--- src/rtl/slot_rom_ctrl_pkg.sv ---
// slot_rom_ctrl shared types and constants.
// FSM states, bus address map and ROM address mapping.
package slot_rom_ctrl_pkg;

  localparam int ROM_AW = 12;

  localparam logic [15:0] EXP_BASE      = 16'hC800;
  localparam logic [15:0] EXP_CLR_DEF   = 16'hCFFF;
  localparam logic [7:0]  SEL_PAGE_MASK = 8'hFF;

  typedef enum logic [1:0] {
    IDLE,
    SETTLE,
    CAPTURE,
    ACTIVE
  } state_t;

  // $Cn page -> ROM $0xx, $C800-$CFFF -> ROM $000-$7FF
  function automatic logic [ROM_AW-1:0] map_addr(
    input logic        is_sel,
    input logic [10:0] a
  );
    if (is_sel)
      return {4'h0, a[7:0] & SEL_PAGE_MASK};
    return {1'b0, a[10:0]};
  endfunction

endpackage

--- src/rtl/slot_rom_ctrl_sync2.sv ---
// Two-flop synchroniser for asynchronous bus strobes.
// Reset value is a parameter so inactive levels come out of reset.
module sync2 #(
  parameter logic RST_VAL = 1'b1
) (
  input  logic clk,
  input  logic rst_n,
  input  logic d,
  output logic q
);

  logic meta;

  always_ff @(posedge clk or negedge rst_n) begin
    if (!rst_n) begin
      meta <= RST_VAL;
      q    <= RST_VAL;
    end else begin
      meta <= d;
      q    <= meta;
    end
  end

endmodule

--- src/rtl/slot_rom_ctrl.sv ---
// Apple II slot controller in front of the combinational boot ROM.
// Syncs strobes, holds a registered ROM address, owns the $C800 flag.
module slot_rom_ctrl
  import slot_rom_ctrl_pkg::*;
#(
  parameter int unsigned  SETTLE_CYC   = 1,
  parameter logic [15:0]  EXP_CLR_ADDR = EXP_CLR_DEF
) (
  input  logic              clk,
  input  logic              rst_n,
  input  logic [15:0]       bus_addr,
  input  logic              nI_O_SELECT,
  input  logic              nI_O_STROBE,
  input  logic              R_nW,
  output logic [ROM_AW-1:0] rom_addr,
  output logic              data_oe,
  output logic              expansion_active,
  output logic              rom_fetch
);

  logic   sel_s;
  logic   stb_s;
  logic   rd_s;
  state_t state;
  state_t state_nx;
  logic [2:0] cnt;
  logic   cnt_done;
  logic   clr_hit;
  logic   sel_req;
  logic   stb_req;
  logic   idle_bus;
  logic   cap_drive;

  sync2 #(.RST_VAL(1'b1)) u_sel (
    .clk(clk), .rst_n(rst_n), .d(nI_O_SELECT), .q(sel_s)
  );
  sync2 #(.RST_VAL(1'b1)) u_stb (
    .clk(clk), .rst_n(rst_n), .d(nI_O_STROBE), .q(stb_s)
  );
  sync2 #(.RST_VAL(1'b1)) u_rd (
    .clk(clk), .rst_n(rst_n), .d(R_nW), .q(rd_s)
  );

  assign clr_hit   = (bus_addr == EXP_CLR_ADDR);
  assign sel_req   = !sel_s;
  // a non-owner still tracks $CFFF so the flag can drop
  assign stb_req   = !stb_s && (expansion_active || clr_hit);
  assign idle_bus  = sel_s && stb_s;
  assign cnt_done  = (cnt == 3'(SETTLE_CYC - 1));
  assign cap_drive = rd_s && (sel_req || expansion_active);

  always_comb begin
    state_nx = state;
    unique case (state)
      IDLE:
        if (sel_req || stb_req)
          state_nx = SETTLE;
      SETTLE:
        if (idle_bus)
          state_nx = IDLE;
        else if (cnt_done)
          state_nx = CAPTURE;
      CAPTURE:
        state_nx = ACTIVE;
      ACTIVE:
        if (idle_bus)
          state_nx = IDLE;
      default:
        state_nx = IDLE;
    endcase
  end

  always_ff @(posedge clk or negedge rst_n) begin
    if (!rst_n) begin
      state            <= IDLE;
      cnt              <= 3'd0;
      rom_addr         <= '0;
      data_oe          <= 1'b0;
      expansion_active <= 1'b0;
      rom_fetch        <= 1'b0;
    end else begin
      state     <= state_nx;
      rom_fetch <= 1'b0;
      cnt       <= (state == SETTLE) ? cnt + 3'd1 : 3'd0;
      if (state == CAPTURE) begin
        rom_addr  <= map_addr(sel_req, bus_addr[10:0]);
        data_oe   <= cap_drive;
        rom_fetch <= cap_drive;
        if (sel_req)
          expansion_active <= 1'b1;
        else if (clr_hit)
          expansion_active <= 1'b0;
      end else if (state == ACTIVE && state_nx == IDLE) begin
        data_oe <= 1'b0;
      end
    end
  end

endmodule

--- config.mk ---
export PLATFORM = sky130hd
export DESIGN_NAME = slot_rom_ctrl
export DESIGN_NICKNAME = d
export VERILOG_FILES = /design/src/rtl/slot_rom_ctrl_pkg.sv /design/src/rtl/slot_rom_ctrl_sync2.sv /design/src/rtl/slot_rom_ctrl.sv
export SDC_FILE = /design/constraint.sdc
export NUM_CORES = 1
export LEC_CHECK = 0
export BUFFER_PORTS_ARGS = -buffer_cell sky130_fd_sc_hd__buf_2
export CAP_MARGIN = 20
export CORE_UTILIZATION = 51
export CTS_CLUSTER_SIZE = 12
export DETAILED_ROUTE_END_ITERATION = 8
export PLACE_DENSITY = 0.82
export SKIP_CTS_REPAIR_TIMING = 1
export SLEW_MARGIN = 15
export SYNTH_ARGS = -nofsm -noshare
export SYNTH_HDL_FRONTEND = slang
export SYNTH_SLANG_ARGS = --single-unit
--- constraint.sdc ---
create_clock -name clk -period 2.5 [get_ports clk]
set_input_delay 0.625 -clock clk [delete_from_list [all_inputs] [get_ports clk]]
set_output_delay 0.625 -clock clk [all_outputs]
set_load 0.02 [all_outputs]
==> results of run 1 <==
-- metrics by stage --
| step | cells | total power, mW | hold slack, ns | instance area [um2] |
|---|---|---|---|---|
| floorplan | 79 | 0.9613 | 0.3294 | 992.2 |
| global placement | 135 | 1.099 | 0.3463 | 1176 |
| detailed placement | 135 | 1.132 | 0.3485 | 1176 |
| CTS | 139 | 1.303 | 0.2749 | 1204 |
| global route | 139 | 1.385 | 0.2884 | 1204 |
| finish | 139 | 1.285 | 0.2653 | 1204 |
-- flip-flops by register name (all words and copies together) (netlist names) --
name	cells
u_rd.q	1
u_sel.q	1
cnt	3
rom_fetch	1
u_rd.meta	1
u_stb.q	1
expansion_active	1
rom_addr	11
u_stb.meta	1
u_sel.meta	1
state	2
data_oe	1
-- kinds of logic after synthesis --
group | count (synthesis) | share of synthesized area, %
DFF | 25 | 63.81
and+or+nand+nor | 25 | 13.49
AOI/OAI and AO/OA | 11 | 6.935
muxes | 8 | 9.080
buffers and inverters | 6 | 2.901
adders and majority gates | 2 | 2.522
other | 1 | 0.3779
xor gates and xnor gates | 1 | 0.8829
-- per-layer routing --
metal | wire length, um | share of wire (%)
met3 | 55 | 3.0
met2 | 1043 | 57
met5 | 0 | 0
met1 | 702 | 38
met4 | 38 | 2.1
-- power groups by stage --
stage	clock network, mW	logic [mW]	registers (mW)
floorplan	0	0.235	0.727
global placement	0	0.489	0.611
detailed placement	0	0.508	0.624
CTS	0.178	0.508	0.617
global route	0.198	0.554	0.633
finish	0.171	0.501	0.614
-- placed cells by master (no fill, tap or decap), drive strengths merged --
| cell | netlist | final |
|---|---|---|
| nand4bb | 1 | 1 |
| conb | 1 | 1 |
| nor2b | 2 | 2 |
| dfrtp | 19 | 19 |
| a32o | 1 | 1 |
| xnor2 | 1 | 1 |
| nor2 | 5 | 5 |
| a21oi | 1 | 1 |
| clkinv | 0 | 1 |
| a21boi | 1 | 1 |
| dfstp | 6 | 6 |
| mux2 | 8 | 8 |
| clkbuf | 0 | 3 |
| or4 | 1 | 1 |
| a211o | 1 | 1 |
| nand2b | 3 | 3 |
| o21ai | 5 | 5 |
| nand4 | 3 | 3 |
| a31oi | 2 | 2 |
| nand2 | 8 | 8 |
| ha | 2 | 2 |
| buf | 3 | 34 |
| and2 | 2 | 2 |
| inv | 3 | 3 |
-- worst min path at each step --
| stage | endpoint | start | cells after the start |
|---|---|---|---|
| floorplan | cnt[0] | rst_n | 0 |
| global placement | u_stb.q | u_stb.meta | 0 |
| detailed placement | u_stb.q | u_stb.meta | 0 |
| CTS | cnt[2] | rst_n | 1 |
| global route | cnt[2] | rst_n | 1 |
| finish | cnt[2] | rst_n | 1 |
-- final cells by class --
| class | instances | share of cell area, % |
|---|---|---|
| sequential | 25 | 52.60 |
| multi-input combinational | 48 | 27.44 |
| timing repair buffer | 34 | 14.14 |
| tap | 25 | 2.599 |
| clock buffer | 3 | 1.871 |
| inverter | 3 | 0.9356 |
| clock inverter | 1 | 0.4158 |
==> impl_metrics.csv, run 1 <==
group,metric,value,unit
outcome,status,"finished, final reports clean",
setup_path,crit_cells,3,
clock_network,cts.path.max_buffers,2,
floorplanning,rows,15,
layout,drive_gt1_share,46.49,%
flow_run,maxCapViolCount,0,
routing,via_count,701,
routing,wl_per_cell,13.24,um
synthesis,ys_types,23,
floorplanning,core_area,1783,um2
power,power.combinational.fraction,39.0,%
routing,drc,0,
floorplanning,die_h,46.11,um
routing,ant_nets,0,
setup_path,worstReg2RegStart,"state[0]",
synthesis,synth_most_common_cell,"dfrtp_1",
global_route,first_global_vias,643,
setup_path,reg2reg_slack,0.85,ns
clock_network,htree_levels,1,
power,netSwitchingFraction,37.24,%
setup_path,path_class,"reg -> reg",
timing,slew_viol_final,0,
layout,diodes,0,
setup_path,critical_path_arrival,1.86,ns
power,powerDensity,1068,nW/um2
global_route,top_usage_layer,"met2",
global_route,grtUsageMet1,24.87,%
global_route,grt-ovfl-total,0,
placement,port_buffers,34,
global_route,grtUsageMet2,34.37,%
power,seqPwrFrac,47.8,%
placement,gp_congestion,0.6923,
clock_network,clkSlewWorstSetupHoldPaths,0.12,ns
clock_network,clock-root-buffer,"clkbuf_4",
clock_network,clock-sinks,25,
routing,drtIter0Drc,3,
clock_network,clk_latency,0.31,ns
power,power.switching,0.4787,mW
layout,fin_nets,138,
setup_path,timing.critical_path.buf_inv,0,
power,vdd_drop_max,0.5474,mV
synthesis,synthTopCellsByCount,"dfrtp_1, mux2_2, nand2_1, dfstp_2",
synthesis,ys_ff_latch,25,
synthesis,synthArstFlopShare,100.0,%
timing,post-route-period-util,65.82,%
setup_path,worstSetupEndpointType,"flop",
layout,area_delta_synth_final,21.31,%
floorplanning,die_area,2126,um2
floorplanning,io_pins,36,
setup_path,r2r_cells,3,
synthesis,ys_dominant_reg_cell,"dfrtp_1",
clock_network,cts_tree,"built",
setup_path,critPathRequiredTime,2.71,ns
synthesis,syn_area_per_cell,12.56,um2
synthesis,synth_top_area_share,47.92,%
synthesis,synth-edff-count,0,
layout,multi_input_area,330.3,um2
setup_path,critical_path.endpoint,"expansion_active",
min_path,hp-class,"in -> async",
timing,fin_skew,0.003163,ns
timing,fin_ws,0.8545,ns
placement,dp_hpwl,1451,um
timing,min_period,1.645,ns
timing,clock.fmax,0.6077,GHz
timing,rsz0062_at_grt,"false",
setup_path,crit_start,"state[0]",
setup_path,cpPeakStageDelay,0.49,ns
setup_path,critPathMaxFanout,19,
setup_path,r2r-end,"expansion_active",
setup_path,crit_slowest_cell,"nand2b_1",
synthesis,synth_top_area_cell,"dfrtp_1",
synthesis,synth_area,992.2,um2
layout,fin_util,67.51,%
timing,setup_viol,0,
timing,worstMarginPinSlew,0.6949,ns
synthesis,synth_nets,102,
setup_path,path_cells,"nand2b_1, and2_1, a211o_1",
power,clockPowerShare,13.3,%
placement,post-place-ws,0.6182,ns
global_route,grt_max_degree,26,
power,p_leak,0.5737,nW
timing,slew_headroom,53.67,%
global_route,gr-usage-met3,3.922,%
synthesis,ys_warn_count,0,
layout,seq_area,633.1,um2
routing,first_pass_iters,4,
timing,finalSetupTns,0,ns
clock_network,cts_buffers,3,
synthesis,synth.area.top_cells,"dfrtp_1, dfstp_2, mux2_2, nand2_1, ha_1",
synthesis,yosysSeqAreaShare,63.81,%
floorplanning,dieWidth,46.11,um
layout,fill_cells,147,
floorplanning,start_util,55.65,%
timing,hold_viol,0,
global_route,grt_first_pass_wirelength,2904,um
setup_path,critical_path.top_delay_family,"simple AND/OR/NAND/NOR gates",
global_route,antenna_found_initial,0,
routing,routed_wirelength,1841,um
routing,vias_per_cell,5.043,
setup_path,cp-start-kind,"flop",
global_route,grt_use_total,20.75,%
power,p_int,0.8067,mW
synthesis,netlist_instances,79,
(Power assumes the default switching activity.)
==> run 2: changes to the inputs <==
--- a/config.mk
+++ b/config.mk
@@ -5,12 +5,13 @@
 export SDC_FILE = /design/constraint.sdc
 export NUM_CORES = 1
 export LEC_CHECK = 0
+export ABC_AREA = 1
 export BUFFER_PORTS_ARGS = -buffer_cell sky130_fd_sc_hd__buf_2
 export CAP_MARGIN = 20
-export CORE_UTILIZATION = 51
+export CORE_UTILIZATION = 48
 export CTS_CLUSTER_SIZE = 12
 export DETAILED_ROUTE_END_ITERATION = 8
-export PLACE_DENSITY = 0.82
+export PLACE_DENSITY = 0.77
 export SKIP_CTS_REPAIR_TIMING = 1
 export SLEW_MARGIN = 15
 export SYNTH_ARGS = -nofsm -noshare
==> constraint.sdc (replaced) <==
create_clock -name clk -period 1.64 [get_ports clk]
set_input_delay 0.41 -clock clk [delete_from_list [all_inputs] [get_ports clk]]
set_output_delay 0.41 -clock clk [all_outputs]
set_load 0.02 [all_outputs]
==> run 2 against run 1 <==
- cell area is 5.0% higher
- first-iteration DRC count increased to 3.3 times the previous value
- largest power group unchanged
- power up 55%
- global-route usage shrank 4.0 points
- combinational power rose by 58%
- critical endpoint is now expansion_active
- routed wire length is 4.2% lower
- sequential power grew 51%
- core utilization is 5.0 points lower
==> impl_metrics.csv, run 2 <==
group,metric,value,unit
outcome,status,"finished, final reports clean",
timing,fin_skew,0.001028,ns
synthesis,synth-edff-count,0,
timing,rsz0062_at_grt,"false",
synthesis,netlist_instances,121,
synthesis,syn_area_per_cell,8.738,um2
power,vdd_drop_max,0.8375,mV
routing,routed_wirelength,1763,um
floorplanning,io_pins,36,
placement,gp_congestion,0.7401,
floorplanning,die_h,48.93,um
routing,drc,0,
synthesis,ys_dominant_reg_cell,"dfrtp_1",
layout,final_common_cell,"nand2_1",
timing,slew_headroom,66.03,%
synthesis,ys_types,20,
setup_path,critPathRequiredTime,1.23,ns
layout,area_delta_synth_final,19.53,%
setup_path,critical_path_arrival,0.90,ns
synthesis,synth_top_area_cell,"dfrtp_1",
routing,first_pass_iters,4,
clock_network,cts_buffers,3,
layout,fill_cells,181,
global_route,grt_use_total,16.79,%
global_route,first_global_vias,722,
timing,post-route-period-util,79.96,%
setup_path,cp-start-kind,"flop",
clock_network,clk_latency,0.31,ns
routing,drtIter0Drc,10,
layout,mostFrequentLayoutCells,"nand2_1, buf_2, dfrtp_1",
synthesis,ys_ff_latch,25,
layout,largest_reg_flops,11,
placement,port_buffers,34,
layout,top_regs,"rom_addr: 11 flops, cnt: 3 flops, state: 2 flops",
floorplanning,rows,16,
synthesis,synthTopCellsByCount,"nand2_1, dfrtp_1, inv_1, nor2_1, dfstp_2",
synthesis,synth.area.top_cells,"dfrtp_1, nand2_1, dfstp_2, inv_1, nor2_1",
setup_path,worstSetupEndpointType,"primary output",
floorplanning,die_area,2394,um2
setup_path,cpPeakStageDelay,0.42,ns
layout,seq_area,633.1,um2
timing,slew_viol_final,0,
timing,fin_hold_ws,0.04268,ns
global_route,antenna_found_initial,0,
flow_run,maxCapViolCount,0,
routing,vias_per_cell,4.311,
layout,multi_input_area,336.6,um2
timing,min_period,1.311,ns
global_route,grt_max_degree,26,
layout,top_register,"rom_addr",
clock_network,clock-root-buffer,"clkbuf_4",
clock_network,htree_levels,1,
synthesis,synthArstFlopShare,100.0,%
synthesis,synth_area,1057,um2
timing,hold_viol,0,
timing,finalSetupTns,0,ns
routing,wl_per_cell,9.634,um
setup_path,timing.critical_path.buf_inv,1,
timing,setup_viol,0,
synthesis,synth_most_common_cell,"nand2_1",
setup_path,crit_slowest_cell,"dfrtp_1",
timing,clock.fmax,0.7626,GHz
synthesis,ys_warn_count,0,
layout,fin_nets,180,
clock_network,cts_tree,"built",
setup_path,path_cells,"buf_2",
power,powerDensity,1572,nW/um2
min_path,hp-class,"in -> async",
clock_network,cts.path.max_buffers,2,
power,p_leak,0.7282,nW
layout,drive_gt1_share,30.13,%
timing,worstMarginPinSlew,0.5095,ns
routing,via_count,789,
setup_path,path_class,"reg -> out",
layout,diodes,0,
placement,dp_hpwl,1372,um
synthesis,synth_nets,144,
setup_path,critical_path.top_delay_family,"flip-flops",
clock_network,clkSlewWorstSetupHoldPaths,0.12,ns
synthesis,yosysSeqAreaShare,59.88,%
floorplanning,core_area,2022,um2
global_route,grt_first_pass_wirelength,2987,um
floorplanning,start_util,52.29,%
setup_path,critPathMaxFanout,3,
global_route,grt-ovfl-total,0,
routing,ant_nets,0,
synthesis,synth_top_area_share,44.97,%
floorplanning,dieWidth,48.93,um
clock_network,clock-sinks,25,
run 2: final timing paths:
| check | startpoint | end | slack (ns) | cells past startpoint |
|---|---|---|---|---|
| min in group clk | nI_O_SELECT | u_sel.meta | 0.18 | 1 |
| worst min-delay path | rst_n | cnt[2] | 0.04 | 1 |
| worst max register to register | u_sel.q | state[0] | 0.49 | 4 |
| worst max-delay path | expansion_active | expansion_active | 0.33 | 1 |
| max in group asynchronous | rst_n | u_rd.q | 1.23 | 1 |
| worst min register to register | u_rd.meta | u_rd.q | 0.37 | 0 |
run 2: cells by family after synthesis:
logic type	Yosys count	synth area share, %
compound gates	8	4.142
xor+xnor	1	0.8286
fa+ha+maj	2	2.366
buf+inv	20	8.284
flops	25	59.88
other cells	1	0.3547
simple gates	64	24.14
run 2: layout make-up:
cell class	count	area share (%)
Clock buffer	4	2.079
Sequential cell	25	50.10
Tap cell	27	2.673
Inverter	17	5.050
Multi-Input combinational cell	76	26.63
Timing Repair Buffer	34	13.47
run 2: stage by stage:
step                      setup slack (ns)  instance area (um2)  utilization [%]  instances  power (mW)
after floorplan                     0.6055                 1057                -        121       1.508
after global placement              0.5279                 1237            61.20        179       1.714
after detailed placement            0.5033                 1237            61.20        179       1.743
after CTS                           0.3152                 1264            62.50        183       2.010
after global routing                0.2686                 1264            62.50        183       2.160
final                               0.3287                 1264            62.50        183       1.986
run 2: routing by layer:
metal / vias to the layer above / wire length, um / track usage, %
met5: - / 0 / 0
met4: 0 / 41 / 8.824
met3: 5 / 85 / 2.804
met2: 28 / 799 / 26.16
met1: 331 / 836 / 22.52
li1: 425 / - / -
run 2: power breakdown:
part           internal, mW  switching, mW  total [mW]
sequential            0.815          0.112       0.927
combinational         0.263          0.531       0.793
clock                0.0952          0.170       0.265
total                  1.17          0.813        1.99
==> run 3: changes to the inputs <==
--- a/config.mk
+++ b/config.mk
@@ -5,13 +5,13 @@
 export SDC_FILE = /design/constraint.sdc
 export NUM_CORES = 1
 export LEC_CHECK = 0
-export ABC_AREA = 1
+export ABC_AREA = 0
 export BUFFER_PORTS_ARGS = -buffer_cell sky130_fd_sc_hd__buf_2
 export CAP_MARGIN = 20
-export CORE_UTILIZATION = 48
+export CORE_UTILIZATION = 47
 export CTS_CLUSTER_SIZE = 12
 export DETAILED_ROUTE_END_ITERATION = 8
-export PLACE_DENSITY = 0.77
+export PLACE_DENSITY = 0.76
 export SKIP_CTS_REPAIR_TIMING = 1
 export SLEW_MARGIN = 15
 export SYNTH_ARGS = -nofsm -noshare
==> constraint.sdc (replaced) <==
create_clock -name clk -period 1.3 [get_ports clk]
set_input_delay 0.325 -clock clk [delete_from_list [all_inputs] [get_ports clk]]
set_output_delay 0.325 -clock clk [all_outputs]
set_load 0.02 [all_outputs]
==> run 3 against run 2 <==
- the flow now finishes with violations (hold timing)
- routed wire length decreased by 2.4%
- count of clock-buffer cells in the layout shrank 1
- register-to-register slack got worse by 0.42 ns
- critical path depth grew 2
- combinational power is 37% higher
- sequential power rose by 23%
- die area fell by 4.0%
- clock power up 26%
- critical path type is now reg -> reg
==> impl_metrics.csv, run 3 (synthesis results as in run 1) <==
group,metric,value,unit
clock_network,cts_tree,"built",
power,powerDensity,2049,nW/um2
layout,diodes,0,
layout,final_area,1251,um2
setup_path,crit_slowest_cell,"dfrtp_1",
routing,vias_per_cell,4.837,
floorplanning,rows,16,
timing,post-route-period-util,94.24,%
power,p_leak,0.6009,nW
layout,final_common_cell,"buf_2",
setup_path,path_class,"reg -> reg",
setup_path,worstSetupEndpointType,"flop",
outcome,status,"complete, but fails checks",
timing,clock.fmax,0.8162,GHz
timing,fin_hold_ws,-0.02984,ns
timing,slew_viol_final,0,
clock_network,htree_levels,1,
floorplanning,die_h,47.95,um
timing,slew_headroom,64.80,%
routing,first_pass_iters,4,
setup_path,critPathRequiredTime,1.51,ns
power,power,2.564,mW
setup_path,cp-start-kind,"flop",
layout,fin_nets,144,
routing,drc,0,
placement,port_buffers,34,
timing,setup_viol,0,
timing,rsz0062_at_grt,"false",
placement,dp_hpwl,1362,um
setup_path,critical_path_arrival,1.44,ns
placement,place_area,1224,um2
layout,fin_util,63.13,%
timing,fin_skew,0.004444,ns
setup_path,cpPeakStageDelay,0.37,ns
setup_path,critPathMaxFanout,9,
global_route,antenna_found_initial,0,
floorplanning,dieWidth,47.95,um
layout,top_register,"rom_addr",
global_route,grt_max_degree,26,
timing,min_period,1.225,ns
timing,hold_viol,19,
clock_network,cts.path.max_buffers,2,
layout,area_delta_synth_final,26.10,%
routing,drtIter0Drc,14,
min_path,hp-class,"in -> async",
layout,drive_gt1_share,49.17,%
routing,via_count,711,
floorplanning,die_area,2299,um2
floorplanning,start_util,50.06,%
placement,gp_congestion,0.7458,
global_route,grt_use_total,16.21,%
setup_path,path_cells,"nand2b_1, buf_4, mux2_2",
layout,mostFrequentLayoutCells,"buf_2, dfrtp_1, nand2_1, mux2_2",
routing,wl_per_cell,11.70,um
clock_network,clock-sinks,25,
clock_network,clkSlewWorstSetupHoldPaths,0.13,ns
floorplanning,core_area,1982,um2
routing,routed_wirelength,1720,um
flow_run,maxCapViolCount,0,
layout,largest_reg_flops,11,
clock_network,clk_latency,0.31,ns
routing,ant_nets,0,
global_route,first_global_vias,631,
clock_network,cts_buffers,3,
floorplanning,io_pins,36,
outcome,violations,"hold timing",
power,vdd_drop_max,1.159,mV
timing,worstMarginPinSlew,0.5280,ns
clock_network,clock-root-buffer,"clkbuf_4",
global_route,grt_first_pass_wirelength,2525,um
global_route,grt-ovfl-total,0,
layout,top_regs,"rom_addr: 11 flops, cnt: 3 flops, state: 2 flops",
## run 3: changes by cell type in the layout (fill, tap and decap cells not counted), moves of 2 or more
cell	delta
o21ai_0	+2
and2_1	+2
inv_2	-2
nand4_1	+3
inv_1	-12
mux2_2	+8
a31oi_1	+2
buf_4	+6
nand2b_1	+3
nor2b_1	+2
nor2_1	-3
nand2_1	-45
## run 3: report_power, final
part           switching [mW]  internal (mW)
combinational           0.589          0.502
sequential              0.115           1.03
clock                   0.218          0.115
total                   0.921           1.64
## run 3: routing by layer
layer	vias up	wire length, um	GRT usage [%]
li1	349	-	-
met1	335	712	19.47
met2	25	904	28.11
met3	2	90	5.660
met4	0	13	3.333
met5	-	0	0
## run 3: critical path, delay by kind of cell, from the launching register on
| family | cells | cell delay [ns] |
|---|---|---|
| simple gates | 1 | 0.23 |
| buf+inv | 1 | 0.20 |
| mux | 1 | 0.33 |
| flops | 1 | 0.37 |
## run 3: cell type report
| type | count | area, um2 |
|---|---|---|
| Clock buffer | 3 | 22.52 |
| Clock inverter | 1 | 5.005 |
| Fill cell | 151 | 730.7 |
| Inverter | 3 | 11.26 |
| Multi-Input combinational cell | 48 | 330.3 |
| Sequential cell | 25 | 633.1 |
| Tap cell | 27 | 33.78 |
| Timing Repair Buffer | 40 | 215.2 |
## run 3: final timing paths
| path | slack (ns) | startpoint | to | cells past startpoint |
|---|---|---|---|---|
| hold reg to reg | 0.37 | u_stb.meta | u_stb.q | 0 |
| max in group asynchronous | 0.96 | rst_n | u_stb.q | 1 |
| hold / removal | -0.03 | rst_n | rom_addr[7] | 1 |
| setup reg to reg | 0.07 | state[0] | rom_addr[7] | 3 |
| min in group clk | 0.10 | nI_O_STROBE | u_stb.meta | 1 |
| setup / recovery | 0.07 | state[0] | rom_addr[7] | 3 |
## run 3: metrics by stage
step	hold slack (ns)	setup TNS, ns	instances	worst slack [ns]
2_1_floorplan	0.02941	-0.006520	79	-0.006520
3_3_place_gp	0.3310	-0.1409	143	-0.1409
3_5_place_dp	0.3383	-0.1764	143	-0.1729
4_1_cts	-0.01457	0	147	0.06090
5_1_grt	0.005644	0	147	0.01340
6_report	-0.02984	0	147	0.07487
